[config.mk]
export PLATFORM = sky130hd
export DESIGN_NAME = float_out_serializer
export DESIGN_NICKNAME = d
export VERILOG_FILES = /design/src/rtl/float_ser_pkg.sv /design/src/rtl/float_ser_fifo.sv /design/src/rtl/float_out_serializer.sv
export SDC_FILE = /design/constraint.sdc
export NUM_CORES = 1
export LEC_CHECK = 0
export ABC_AREA = 1
export BUFFER_PORTS_ARGS = -buffer_cell sky130_fd_sc_hd__buf_2
export CAP_MARGIN = 20
export CORE_MARGIN = 1.5
export CORE_UTILIZATION = 55
export CTS_CLUSTER_DIAMETER = 30
export DETAILED_ROUTE_END_ITERATION = 12
export HOLD_SLACK_MARGIN = 0.1
export PLACE_DENSITY = 0.72
export SLEW_MARGIN = 5
export SYNTH_ARGS = -nofsm -noshare
export SYNTH_HDL_FRONTEND = slang
export SYNTH_SLANG_ARGS = --single-unit
[constraint.sdc]
create_clock -name clk -period 3.9 [get_ports clk]
set_input_delay 0.78 -clock clk [delete_from_list [all_inputs] [get_ports clk]]
set_output_delay 0.78 -clock clk [all_outputs]
set_load 0.02 [all_outputs]
[src/rtl/float_ser_pkg.sv]
// rtl/float_ser_pkg.sv - shared constants, width derivation and FSM states for the float serializer
//
// Optional feature macro: FLOAT_SER_HDR_EN (adds the HDR state for the sync byte).
// Contents:
//   SYNC_BYTE   - sync byte sent ahead of each word when the header is enabled
//   FMT_DOUBLE  - format-string constant used by float_wid()
//   float_wid() - maps the FLOAT_FMT string to a word width (32 or 64)
//   ser_state_e - serializer FSM state encoding

package float_ser_pkg;

    localparam logic [7:0]  SYNC_BYTE  = 8'hA5;
    localparam logic [63:0] FMT_DOUBLE = "double";

    // Anything other than "double" is treated as single precision.
    function automatic int float_wid(input logic [63:0] fmt);
        return (fmt == FMT_DOUBLE) ? 64 : 32;
    endfunction

`ifdef FLOAT_SER_HDR_EN
    typedef enum logic [1:0] {
        ST_IDLE = 2'd0,
        ST_HDR  = 2'd1,
        ST_SEND = 2'd2
    } ser_state_e;
`else
    typedef enum logic {
        ST_IDLE = 1'b0,
        ST_SEND = 1'b1
    } ser_state_e;
`endif

endpackage

[src/rtl/float_ser_fifo.sv]
// rtl/float_ser_fifo.sv - word FIFO between the float strobe and the byte serializer
//
// Ports:
//   clk, rstn      - clock, asynchronous active-low reset
//   push_i/wdata_i - write request and data; ignored when full unless a pop happens too
//   pop_i/rdata_o  - read request; rdata_o always shows the head word
//   full_o/empty_o - occupancy flags derived from the registered count
//   count_o        - number of stored words, 0..DEPTH

module float_ser_fifo #(
    parameter  int WIDTH = 32,
    parameter  int DEPTH = 8,
    localparam int AW    = $clog2(DEPTH),
    localparam int CW    = AW + 1
) (
    input  logic             clk,
    input  logic             rstn,
    input  logic             push_i,
    input  logic [WIDTH-1:0] wdata_i,
    input  logic             pop_i,
    output logic [WIDTH-1:0] rdata_o,
    output logic             full_o,
    output logic             empty_o,
    output logic [CW-1:0]    count_o
);

    logic [WIDTH-1:0] mem_q [DEPTH];
    logic [AW-1:0]    wr_ptr_q;
    logic [AW-1:0]    rd_ptr_q;
    logic [CW-1:0]    count_q;
    logic             do_push;
    logic             do_pop;

    assign full_o  = (count_q == CW'(DEPTH));
    assign empty_o = (count_q == '0);
    assign count_o = count_q;
    assign rdata_o = mem_q[rd_ptr_q];

    assign do_pop  = pop_i && !empty_o;
    // A pop frees the slot in the same edge, so a push into a full FIFO still lands.
    assign do_push = push_i && (!full_o || do_pop);

    // DEPTH is a power of two, so the pointers wrap by natural overflow.
    always_ff @(posedge clk or negedge rstn) begin
        if (!rstn) begin
            wr_ptr_q <= '0;
            rd_ptr_q <= '0;
            count_q  <= '0;
        end else begin
            if (do_push) wr_ptr_q <= wr_ptr_q + AW'(1);
            if (do_pop)  rd_ptr_q <= rd_ptr_q + AW'(1);
            count_q <= count_q + CW'(do_push) - CW'(do_pop);
        end
    end

    always_ff @(posedge clk) begin
        if (do_push) mem_q[wr_ptr_q] <= wdata_i;
    end

endmodule

[src/rtl/float_out_serializer.sv]
// rtl/float_out_serializer.sv - buffers IEEE-754 words and streams them out MSB byte first
//
// Optional feature macro: FLOAT_SER_HDR_EN (each word is preceded by SYNC_BYTE).
// Ports:
//   clk, rstn              - clock, asynchronous active-low reset
//   float_val, float_valid - word and one-cycle capture strobe from the upstream stage
//   byte_data, byte_valid  - serialized byte, held until byte_ready accepts it
//   byte_ready             - consumer handshake
//   fifo_full              - word FIFO holds FIFO_DEPTH words
//   overflow, ovf_clr      - sticky dropped-word flag and its synchronous clear

module float_out_serializer
    import float_ser_pkg::*;
#(
    parameter  logic [63:0] FLOAT_FMT  = "float",
    parameter  int          FIFO_DEPTH = 8,
    localparam int          FLOAT_WID  = float_wid(FLOAT_FMT)
) (
    input  logic                 clk,
    input  logic                 rstn,
    input  logic [FLOAT_WID-1:0] float_val,
    input  logic                 float_valid,
    output logic [7:0]           byte_data,
    output logic                 byte_valid,
    input  logic                 byte_ready,
    output logic                 fifo_full,
    output logic                 overflow,
    input  logic                 ovf_clr
);

    localparam int NBYTES = FLOAT_WID / 8;
    localparam int CNT_W  = $clog2(NBYTES);
    localparam int CW     = $clog2(FIFO_DEPTH) + 1;

    ser_state_e           state_q, state_d;
    logic [FLOAT_WID-1:0] shift_q, shift_d;
    logic [CNT_W-1:0]     cnt_q, cnt_d;
    logic                 ovf_q, ovf_d;

    logic                 fifo_pop;
    logic                 fifo_full_int;
    logic                 fifo_empty;
    logic [FLOAT_WID-1:0] fifo_rdata;
    logic [CW-1:0]        fifo_count;

    float_ser_fifo #(
        .WIDTH (FLOAT_WID),
        .DEPTH (FIFO_DEPTH)
    ) u_fifo (
        .clk     (clk),
        .rstn    (rstn),
        .push_i  (float_valid),
        .wdata_i (float_val),
        .pop_i   (fifo_pop),
        .rdata_o (fifo_rdata),
        .full_o  (fifo_full_int),
        .empty_o (fifo_empty),
        .count_o (fifo_count)
    );

    assign fifo_full = (fifo_count == CW'(FIFO_DEPTH));
    assign overflow  = ovf_q;

    always_ff @(posedge clk or negedge rstn) begin
        if (!rstn) begin
            state_q <= ST_IDLE;
            shift_q <= '0;
            cnt_q   <= '0;
            ovf_q   <= 1'b0;
        end else begin
            state_q <= state_d;
            shift_q <= shift_d;
            cnt_q   <= cnt_d;
            ovf_q   <= ovf_d;
        end
    end

    // A new drop outranks a clear arriving in the same cycle.
    always_comb begin
        ovf_d = ovf_q;
        if (float_valid && fifo_full_int && !fifo_pop) begin
            ovf_d = 1'b1;
        end else if (ovf_clr) begin
            ovf_d = 1'b0;
        end
    end

    always_comb begin
        state_d    = state_q;
        shift_d    = shift_q;
        cnt_d      = cnt_q;
        fifo_pop   = 1'b0;
        byte_valid = 1'b0;
        byte_data  = 8'h00;
        case (state_q)
            ST_IDLE: begin
                if (!fifo_empty) begin
                    fifo_pop = 1'b1;
                    shift_d  = fifo_rdata;
                    cnt_d    = '0;
`ifdef FLOAT_SER_HDR_EN
                    state_d  = ST_HDR;
`else
                    state_d  = ST_SEND;
`endif
                end
            end
`ifdef FLOAT_SER_HDR_EN
            ST_HDR: begin
                byte_valid = 1'b1;
                byte_data  = SYNC_BYTE;
                if (byte_ready) state_d = ST_SEND;
            end
`endif
            ST_SEND: begin
                byte_valid = 1'b1;
                byte_data  = shift_q[FLOAT_WID-1 -: 8];
                if (byte_ready) begin
                    // Returning to IDLE costs one bubble cycle before the next pop.
                    if (cnt_q == CNT_W'(NBYTES - 1)) begin
                        state_d = ST_IDLE;
                    end else begin
                        shift_d = {shift_q[FLOAT_WID-9:0], 8'h00};
                        cnt_d   = cnt_q + CNT_W'(1);
                    end
                end
            end
            default: state_d = ST_IDLE;
        endcase
    end

endmodule

Word-level counts from Yosys, hierarchy flattened
Memories as Yosys holds them, arrays and structs flattened.
Index checks and enable logic that the tools add are counted.
Storage, ports and cells
  register bits: 46
  bits in writable memories: 256
  input bits: 37
  output and inout bits: 11
  memories kept: 1
Cells by class
  add/sub/neg operators: 5
  equal/unequal tests: 5
  mux-type cells: 19
  bitwise operators: 1
  reductions and logical operators: 11
Memory list
  u_fifo.mem_q: depth 8, bits a word 32, rd ports 1, clocked after memory_dff 0, write ports 1, RTL line float_ser_fifo.sv:27  | logic [WIDTH-1:0] mem_q [DEPTH];
Operators with widths (number)
  32-bit two-way mux: 3
  32-bit one-hot mux with 2 select lines: 1
  1-bit two-way mux: 9
  8-bit two-way mux: 1
  3-bit by 1-bit adder with 3-bit output, second input constant: 2
  2-bit two-way mux: 3
  2-bit inequality test, second input constant: 3
  4-bit by 1-bit adder with 4-bit output: 1
  4-bit equality test, second input constant: 1
  1-bit logical AND: 4
  4-bit zero test: 1
  2-bit one-hot mux with 2 select lines: 1
  4-bit by 1-bit subtractor with 4-bit output: 1
  1-bit zero test: 3
  3-bit AND reduction: 1
  2-bit by 1-bit adder with 2-bit output, second input constant: 1
  2-bit equality test, second input constant: 1
  1-bit one-hot mux with 2 select lines: 1
  2-bit nonzero test: 1
  1-bit logical OR: 1
  1-bit NOT: 1

Longest topological paths before layout
  depth after elaboration: 8
  gate-level depth with buffers: 12
  mapped depth without buffers: 11

Cells and area by module
From an unflattened synthesis, not the netlist that was laid out.
Unflattened totals
  cells, all modules: 1187
  area, all modules: 12799.8 um^2
Modules (own cells, without submodules)
  float_ser_fifo: times used 1, cells each 927, area an instance 10900.5 um^2, sequential area each 7937.6 um^2
  float_out_serializer: times used 1, cells each 260, area an instance 1899.3 um^2, sequential area each 900.9 um^2

Worst setup path before layout
Ideal clock, no wire load.
  path kind: reg-to-reg
  from: register u_fifo.count_q[2], in the netlist u_fifo.count_o[2]
  to: memory u_fifo.mem_q[0][0], enable pin
  data arrival time: 2531 ps
  setup slack: 948 ps
  cell stages (with the launch flop): 8
  cells stage by stage: dfrtp_1 > inv_1 > ha_1 > nor3b_1 > nand2_1 > nand2_1 > or2_1 > nor2_1
Between the ends
  elaborated cells on any way between the ends: 11
  those cells by class: eq/ne: 1; mux: 4; reduce/logical: 6
RTL lines
  start: declaration: RTL line float_ser_fifo.sv:30  | logic [CW-1:0] count_q;
  start signal: assignment: RTL line float_ser_fifo.sv:52  | count_q <= count_q + CW'(do_push) - CW'(do_pop);
  4-bit equality test
  named net fifo_full: RTL line float_out_serializer.sv:26  | output logic fifo_full,
  1-bit zero test: RTL line float_ser_fifo.sv:41  | assign do_push = push_i && (!full_o || do_pop);
  1-bit logical OR: RTL line float_ser_fifo.sv:41
  1-bit logical AND: RTL line float_ser_fifo.sv:41
  1-bit two-way mux: RTL line float_ser_fifo.sv:57  | if (do_push) mem_q[wr_ptr_q] <= wdata_i;
  1-bit two-way mux (not written as such): RTL line float_ser_fifo.sv:57
  end: declaration: RTL line float_ser_fifo.sv:27
The timed path passes the listed nets, and every way through them passes these cells.

Worst setup path in the final report
  from: register u_fifo.count_q[2], in the netlist u_fifo.count_o[2]
  to: memory u_fifo.mem_q[1][23], enable pin
Between the ends
  word-level cells in the longest chain between the ends: 8
  elaborated cells on any way between the ends: 11
  those cells by class: eq/ne: 1; mux: 4; reduce/logical: 6
RTL lines
  4-bit zero test: RTL line float_ser_fifo.sv:35  | assign empty_o = (count_q == '0);
  1-bit two-way mux: RTL line float_out_serializer.sv:97  | if (!fifo_empty) begin
  1-bit two-way mux: RTL line float_out_serializer.sv:95  | case (state_q)
  1-bit logical AND: RTL line float_ser_fifo.sv:39  | assign do_pop = pop_i && !empty_o;
  1-bit logical OR *: RTL line float_ser_fifo.sv:41
  1-bit logical AND *: RTL line float_ser_fifo.sv:41
  named net u_fifo.do_push: RTL line float_ser_fifo.sv:31  | logic do_push;
  1-bit two-way mux *: RTL line float_ser_fifo.sv:57
  1-bit two-way mux (not written as such) *: RTL line float_ser_fifo.sv:57
The timed path passes the listed nets; every way through them passes the cells marked *.

==> summary.md <==
| Metric | Value |
|---|---|
| Syn avg cell area | `11.46 um^2` |
| Final WL | `28840 um` |
| Most instantiated cells after synthesis | `256 x edfxtp_1, 237 x nor2_1, 123 x nand2_1, 110 x nand3_1, 91 x inv_1` |
| Clock latency on the worst-skew pair | `0.56 ns` |
| VDD IR max | `0.0004327 V` |
| Tmin final | `2.710 ns` |
| Core ar. | `22500 um^2` |
| Critical path type | `reg2reg` |
| Fmax achieved | `0.3691 GHz` |
| Crit Path Max Fanout | `32` |
| CTS Buf Count | `57` |
| Synth top area cells | `edfxtp_1 61%, dfrtp_1 9.2%, nor2_1 7.1%` |
| Routed WL per cell | `19.35 um` |
| Post-DP HPWL | `16740 um` |
| CP required | `4.04 ns` |
| ANT nets after route | `0` |
| Clk pin slew, worst setup/hold paths | `0.05 ns` |
| Initial Util | `55.78%` |
| Die ar. | `23740 um^2` |
| Primary FF master, synth | `edfxtp_1` |
| CP Capture Type | `flip-flop` |
| Initial drt markers | `770` |
| Yosys warns | `0` |
| FFs w/ async S/R, synth | `15.23%` |
| First-pass GRT wire length | `45470 um` |
| Area delta synth->final | `18.43%` |
| Post-synth cell types | `35` |
| GR Util met2 | `38.38%` |
| Worst clock skew | `0.03205 ns` |
| IO Count | `48` |
| Die Y | `154.1 um` |
| Initial antenna violation count | `0` |
| Largest net degree at the start of global routing | `107` |
| Die X | `154.1 um` |
| # port buffers | `47` |
| Inst Count DP | `1386` |
| CTS Hold Bufs | `0` |
| Final std cell area, no fill | `14870 um^2` |
| Sequential area share after synthesis | `70.41%` |
| CTS-repair resized insts | `0` |
| Root buffer cell | `clkbuf_16` |
| Post-synth top area cell | `edfxtp_1` |
| Grt ovf | `0` |
| Grt met3 use | `4.171%` |
| CTS H-Tree Depth | `2` |
| Routability congestion estimate | `0.7868` |
| Pwr/cell area | `858.6 nW/um^2` |
| Syn nets | `1142` |
| Antenna diodes | `0` |
| Clk sinks | `302` |
| Share of the synthesized area in the top cell type | `61.24%` |
| Tightest Hold Check Type | `in2async` |
| Placed cell areas | `12990 um^2` |
| EDFF count, synth | `256` |
| Drt pass-1 iters | `7` |
| Syn Std Cell Area | `12550 um^2` |
| Max-Cap Viols | `0` |
| M1 GR Usage | `37.27%` |
| Max-slew headroom | `26.94%` |
| CTS tree | `yes` |
| Final setup viols | `0` |
| DRC | `0` |
| Final worst path period share | `69.47%` |
| Post-Synthesis Cells | `1095` |
| Worst Max-Slew Pin Slew | `1.093 ns` |
| Final-report max-slew violation count | `0` |
| R2R Path End | `u_fifo.mem_q[1][23]` |
| Reg2reg start | `u_fifo.count_o[2]` |
| Share of layout cells above drive strength 1 | `15.26%` |
| Arrival time worst endpoint | `2.85 ns` |
| Clk buf depth | `3` |
| Count leader, synth | `edfxtp_1` |
| Vias per std cell | `5.567` |
| Status | `finished, final reports clean` |
| Nets | `1207` |
| Post-CTS setup buffers | `0` |
| CP Launch Type | `flip-flop` |
| Setup TNS | `0 ns` |
| R2R Setup Slk | `1.19 ns` |
| Vias after detailed routing | `8301` |
| Pleak | `5.813 nW` |
| Non-filler instance count after layout | `1491` |
| Reg2reg path depth | `9` |
| FF+latch count, synth | `302` |
| Vias in the first global route | `8190` |
| Row count | `55` |
| Total global-route track usage | `25.24%` |
| Final hold viol count | `0` |
| Gr busiest metal | `met2` |
| RSZ-0062 raised after global routing | `no` |
[layout by cell type, fill, tap and decap left out, types with 3 or more instances in the layout]
cell / synthesis / routed
clkbuf_16: 0 / 58
bufinv_16: 0 / 5
clkinv_2: 0 / 9
o211ai_1: 15 / 15
nand2_1: 123 / 123
clkinv_1: 0 / 6
nand3_1: 110 / 110
inv_1: 91 / 91
nor2_1: 237 / 229
clkbuf_1: 10 / 10
a21oi_2: 8 / 8
clkbuf_8: 0 / 3
a22oi_1: 5 / 5
or2_0: 6 / 6
nor2_4: 1 / 9
inv_6: 0 / 5
o21ai_1: 22 / 22
clkinvlp_4: 0 / 6
dfrtp_1: 46 / 43
ha_1: 9 / 9
o21ai_0: 87 / 87
buf_4: 10 / 15
buf_2: 22 / 47
edfxtp_1: 256 / 256
[stage by stage]
| stage | util [%] | total power [mW] | hold WS (ns) | worst slack [ns] |
|---|---|---|---|---|
| after global placement | 57.72 | 7.969 | 0.4643 | 1.254 |
| after CTS | 66.06 | 12.82 | 0.2417 | 1.171 |
| after floorplan | - | 7.107 | 0.4494 | 0.9480 |
| after detailed placement | 57.72 | 8.073 | 0.4672 | 1.209 |
| final | 66.06 | 12.76 | 0.2414 | 1.191 |
| after global routing | 66.06 | 13.44 | 0.2765 | 0.9995 |
[worst max path at each step]
stage,startpoint,end,slack [ns],depth (start not counted)
detailed placement,u_fifo.count_o[2],u_fifo.mem_q[1][26],1.21,9
floorplan,u_fifo.count_o[2],u_fifo.mem_q[0][0],0.95,7
CTS,u_fifo.count_o[2],u_fifo.mem_q[1][28],1.17,9
finish,u_fifo.count_o[2],u_fifo.mem_q[1][23],1.19,9
global placement,float_valid,u_fifo.mem_q[0][11],1.25,5
global route,u_fifo.count_o[2],u_fifo.mem_q[1][23],1.0,9
[routing by layer]
layer	wire length [um]	share of wire (%)
met1	12720	44
met2	13280	46
met3	2169	7.5
met4	678	2.4
met5	0	0
[power by group]
| group | total [mW] | switching [mW] | internal, mW | leakage [nW] |
|---|---|---|---|---|
| logic | 3.66 | 2.58 | 1.08 | 2.03 |
| clock network | 4.70 | 1.59 | 3.11 | 0.904 |
| registers | 4.40 | 0.249 | 4.15 | 2.88 |
| total | 12.8 | 4.42 | 8.34 | 5.81 |
[logic make-up (layout without fill, tap and decap cells)]
logic type	count (synthesis)	count (layout)	share of synthesized area (%)
AOI/OAI and AO/OA	143	143	6.579
xor gates and xnor gates	4	4	0.2792
adders and majority gates	10	10	1.057
buffers and inverters	152	263	5.692
DFF	302	302	70.41
and+or+nand+nor	484	484	15.98
[state kept, by name, indices dropped and copies added, names as in the netlist]
register,count
u_fifo.wr_ptr_q,3
overflow,1
u_fifo.rd_ptr_q,3
cnt_q,2
state_q,1
u_fifo.count_o,4
u_fifo.mem_q,256
shift_q,32
[layout make-up]
| class | instances | area (um^2) |
|---|---|---|
| clock buffers | 71 | 1530 |
| inverters | 95 | 360.3 |
| repair buffers | 63 | 367.9 |
| flip-flops and latches | 302 | 8845 |
| clock inverters | 34 | 346.6 |
| multi-input cells | 641 | 3059 |
| fillers | 1562 | 7637 |
| well taps | 285 | 356.6 |
[worst max-delay path, cell delays in order, from the launching register on]
cell and delay (ns):
dfrtp_1 0.31, inv_1 0.07, ha_1 0.21, nand3_1 0.13, nand2_4 0.11, nand2_1 0.07
nand2_1 0.08, inv_1 0.15, nand2_1 0.25, nor2_4 0.90
No activity file was read; power rests on OpenSTA's default activity.
